--- src/rtl/alu_issue_ctrl.sv ---
// Single-issue controller: owns an NREG x WIDTH register file, executes load-immediate
// in one edge and ALU operations through an external ALU over a two-state IDLE/EXEC FSM.
module alu_issue_ctrl #(
    parameter int WIDTH = 16,
    parameter int NREG  = 8
) (
    input  logic             clk,
    input  logic             reset,
    input  logic             in_valid,
    output logic             in_ready,
    input  logic             in_load,
    input  logic [1:0]       in_op,
    input  logic [2:0]       in_rd,
    input  logic [2:0]       in_rs1,
    input  logic [2:0]       in_rs2,
    input  logic [WIDTH-1:0] in_imm,
    output logic [1:0]       alu_op,
    output logic [WIDTH-1:0] alu_i0,
    output logic [WIDTH-1:0] alu_i1,
    input  logic [WIDTH-1:0] alu_o,
    input  logic             alu_cout,
    output logic             done,
    output logic             carry_flag,
    output logic [15:0]      op_count,
    input  logic [2:0]       dbg_addr,
    output logic [WIDTH-1:0] dbg_data
);

    typedef enum logic {
        IDLE = 1'b0,
        EXEC = 1'b1
    } state_t;

    state_t           state;
    state_t           state_next;
    logic             accept;
    logic [2:0]       rd_q;
    logic [WIDTH-1:0] rf [NREG];

    assign in_ready = (state == IDLE) && !reset;
    assign dbg_data = rf[dbg_addr];

    always_comb begin
        state_next = state;
        accept     = 1'b0;
        case (state)
            IDLE: begin
                if (in_valid) begin
                    accept = 1'b1;
                    if (!in_load) begin
                        state_next = EXEC;
                    end
                end
            end
            EXEC:    state_next = IDLE;
            default: state_next = IDLE;
        endcase
    end

    // Reset wins over accept and discards any operation in flight.
    always_ff @(posedge clk) begin
        if (reset) begin
            state      <= IDLE;
            alu_op     <= '0;
            alu_i0     <= '0;
            alu_i1     <= '0;
            rd_q       <= '0;
            carry_flag <= 1'b0;
            done       <= 1'b0;
            op_count   <= '0;
            for (int i = 0; i < NREG; i++) begin
                rf[i] <= '0;
            end
        end else begin
            state <= state_next;
            done  <= 1'b0;
            if (accept && in_load) begin
                rf[in_rd] <= in_imm;
                done      <= 1'b1;
                op_count  <= op_count + 16'd1;
            end
            // Operands sample rf before any same-edge write, so rs == rd sees the old value.
            if (accept && !in_load) begin
                alu_op <= in_op;
                alu_i0 <= rf[in_rs1];
                alu_i1 <= rf[in_rs2];
                rd_q   <= in_rd;
            end
            if (state == EXEC) begin
                rf[rd_q]   <= alu_o;
                carry_flag <= alu_cout;
                done       <= 1'b1;
                op_count   <= op_count + 16'd1;
            end
        end
    end

endmodule

--- config.mk ---
export PLATFORM = sky130hd
export DESIGN_NAME = alu_issue_ctrl
export DESIGN_NICKNAME = d
export VERILOG_FILES = /design/src/rtl/alu_issue_ctrl.sv
export SDC_FILE = /design/constraint.sdc
export NUM_CORES = 1
export LEC_CHECK = 0
export ABC_AREA = 1
export CAP_MARGIN = 20
export CORE_MARGIN = 10
export CORE_UTILIZATION = 50
export DETAILED_ROUTE_END_ITERATION = 8
export PLACE_DENSITY = 0.75
export SETUP_SLACK_MARGIN = 0.3
export SYNTH_ARGS = -nofsm -noshare
export SYNTH_HDL_FRONTEND = slang
export SYNTH_SLANG_ARGS = --single-unit
--- constraint.sdc ---
create_clock -name clk -period 4.9 [get_ports clk]
set_input_delay 0.98 -clock clk [delete_from_list [all_inputs] [get_ports clk]]
set_output_delay 0.98 -clock clk [all_outputs]
set_load 0.005 [all_outputs]
==> results.json <==
{
  "outcome": "completed",
  "hold_path_class": "reg -> reg",
  "antenna_cells_inserted": 0,
  "final.fill_count": 1913,
  "cp_data_required_time_ns": 3.92,
  "synth.cell_area_um2": 10500,
  "synth.distinct_cells": 28,
  "start_kind": "input pin",
  "design.die.area_um2": 27300,
  "cts-htree-levels": 4,
  "global_route.overflow_total": 0,
  "design.core.area_um2": 20900,
  "syn-instance-count": 1439,
  "die_y_um": 165,
  "pin_count_of_the_biggest_net_entering_global_routing": 65,
  "rows": 53,
  "final_design_area_no_fill_um2": 12400,
  "remaining_routing_drc_violations": 0,
  "worst_path_max_delay_cell": "inv_1",
  "worst_path_setup_slack_after_routing_ns": 0.785,
  "cts_setup_buffers": 0,
  "critical_path_class": "in -> out",
  "postCtsHoldBufs": 0,
  "cellPowerDensity_nw_per_um2": 302,
  "finalHoldViolations": 0,
  "synth.yosys.warnings": 0,
  "timing.max_slew.rel_slack": 0.201,
  "die_width_um": 165,
  "initial_utilization": 0.505,
  "critical-path-top-cell-by-count": "clkdlybuf4s50_1",
  "max_cap_viol_count": 0,
  "hpwlAfterDp_mm": 23.5,
  "stdcell_count": 1789,
  "first_pass_grt_wire_length_mm": 51.1,
  "fin_crit_sh": 0.840,
  "placement.io_buffers": 119,
  "syn_avg_cell_area_um2": 7.32,
  "synth.net_count": 1491,
  "antenna_violations_before_repair": 0,
  "cts-buffers-inserted": 17,
  "timing.critical_path.fanout_max": 32,
  "placed_cells": 1756,
  "ctsResizeCount": 0,
  "syn2layout_area_growth_pct": 17.7,
  "final.setup_skew_ns": 0.00927,
  "setup_total_negative_slack_ns": 0,
  "routed_wire_length_mm": 33.3,
  "synth.yosys.seq_area_share": 0.471,
  "post_drt_via_cell_ratio": 5.72,
  "power.ir.vdd_worst_mv": 0.195,
  "layout_min_cycle_time_ns": 4.11,
  "avgRoutedWirePerCell_um": 18.6,
  "p_leak_nw": 5.53,
  "drt.antenna.violating_nets": 0,
  "post-layout-total-power_mw": 3.75,
  "globalRouteTotalUtil": 0.238,
  "dr.pass1.iters": 7,
  "drt_iter0_markers": 1861,
  "timing.final.max_slew_violations": 0,
  "worst-endpoint-arrival_ns": 3.13,
  "final_nets": 1554,
  "fmax_mhz": 243,
  "worst_setup_path_end_kind": "output pin",
  "finalSetupViolations": 0,
  "flip_flop_and_latch_count_after_synthesis": 184,
  "clock_latency_ns": 0.44,
  "clk_pin_slew_ns": 0.08,
  "worstPathCellList": "clkdlybuf4s50_1, inv_1, a21oi_1, o21ai_0, nand2_1, o21a_1, clkdlybuf4s50_1",
  "routed_vias": 10200,
  "post-place-ws_ns": 0.821,
  "place.gp.congestion": 0.967,
  "cp_slowest_stage_delay_ns": 0.76,
  "ctsRootBufferMaster": "clkbuf_16",
  "layout-drive-gt1-share": 0.0489,
  "top_level_i_o_count": 120,
  "clock_tree_from_tritoncts": "built",
  "clock_path_buffers": 2,
  "timing_worst_slew_pin_value_ns": 1.20,
  "post_dp_cell_area_um2": 11800,
  "rsz0062_at_grt": "no",
  "via_count_of_the_first_global_routing_pass": 9386,
  "cts_num_sinks": 184
}
==> final timing paths <==
path                           start                 endpoint  slack [ns]  cells past startpoint
min reg2reg  carry_flag$_SDFFE_PP0P_  carry_flag$_SDFFE_PP0P_        0.45                      2
min          carry_flag$_SDFFE_PP0P_  carry_flag$_SDFFE_PP0P_        0.45                      2
max reg2reg         state$_SDFF_PN0_   rf[7][6]$_SDFFCE_PN0P_        2.15                      5
max                      dbg_addr[1]             dbg_data[14]        0.79                      7
==> logic make-up after synthesis <==
logic type,Yosys count,synth area share
simple gates,742,0.296
buf+inv,256,0.0970
compound gates,239,0.119
flops,184,0.471
mux,16,0.0152
xor+xnor,1,0.000831
fa+ha+maj,1,0.00119
==> routing by layer <==
metal	vias to the layer above	wire length, um	track usage	part of all wire
li1	4831	-	-	-
met1	4602	13700	0.339	0.41
met2	725	14000	0.346	0.42
met3	69	4900	0.0647	0.15
met4	0	697	0.0648	0.021
met5	-	0	0	0
==> layout by cell type (no fill, tap or decap), types with 17 or more instances in the layout <==
master	synthesis	final
nand3_1	221	221
a21oi_1	110	110
inv_1	156	156
dfxtp_1	56	56
clkdlybuf4s50_1	0	116
o21ai_0	109	109
nor2_1	161	160
edfxtp_1	128	128
clkbuf_16	0	17
buf_4	2	17
nand2_1	345	345
==> sequential cells by signal, summed over array words and instances, names as in the netlist <==
signal and cells:
state 1, done 1, alu_op 2, op_count 16
alu_i1 16, carry_flag 1, rf 128, alu_i0 16
rd_q 3
==> synthesized netlist by cell type (all sizes together) <==
master / instances / area share
nand2: 354 / 0.13
nand3: 221 / 0.10
nor2: 164 / 0.060
inv: 162 / 0.058
edfxtp: 128 / 0.36
o21ai: 111 / 0.054
a21oi: 110 / 0.052
clkbuf: 76 / 0.027
dfxtp: 56 / 0.11
buf: 18 / 0.012
mux2i: 16 / 0.015
o21a: 16 / 0.011
nand4: 2 / 0.0012
o21bai: 2 / 0.0014
and2: 1 / 0.00059
ha: 1 / 0.0012
xor2: 1 / 0.00083
==> worst max-delay path: cells and delay by family <==
kind | cells | cell delay (ns)
buffers and inverters | 3 | 1.65
AND/OR/NAND/NOR | 1 | 0.08
AO/OA/AOI/OAI | 3 | 0.41
==> layout make-up <==
class / count / area, um2 / area share
inverter: 162 / 608 / 0.0490
timing repair buffer: 138 / 1350 / 0.109
clock inverter: 14 / 150 / 0.0121
sequential: 184 / 4960 / 0.400
tap: 275 / 344 / 0.0277
clock buffer: 17 / 425 / 0.0343
multi-input combinational: 999 / 4560 / 0.368
==> where the power goes <==
| part | leakage [nW] | switching [mW] | internal (mW) | total [mW] |
|---|---|---|---|---|
| combinational | 3.48 | 0.380 | 0.230 | 0.610 |
| clock | 0.284 | 0.673 | 0.681 | 1.35 |
| sequential | 1.76 | 0.0459 | 1.74 | 1.78 |
| total | 5.53 | 1.10 | 2.65 | 3.75 |
==> per-stage QoR <==
step	hold slack (ns)	utilization
finish	0.452	0.594
global route	0.492	0.594
CTS	0.454	0.591
detailed placement	0.439	0.564
global placement	0.431	0.564
floorplan	0.442	-
(Power assumes the default switching activity.)
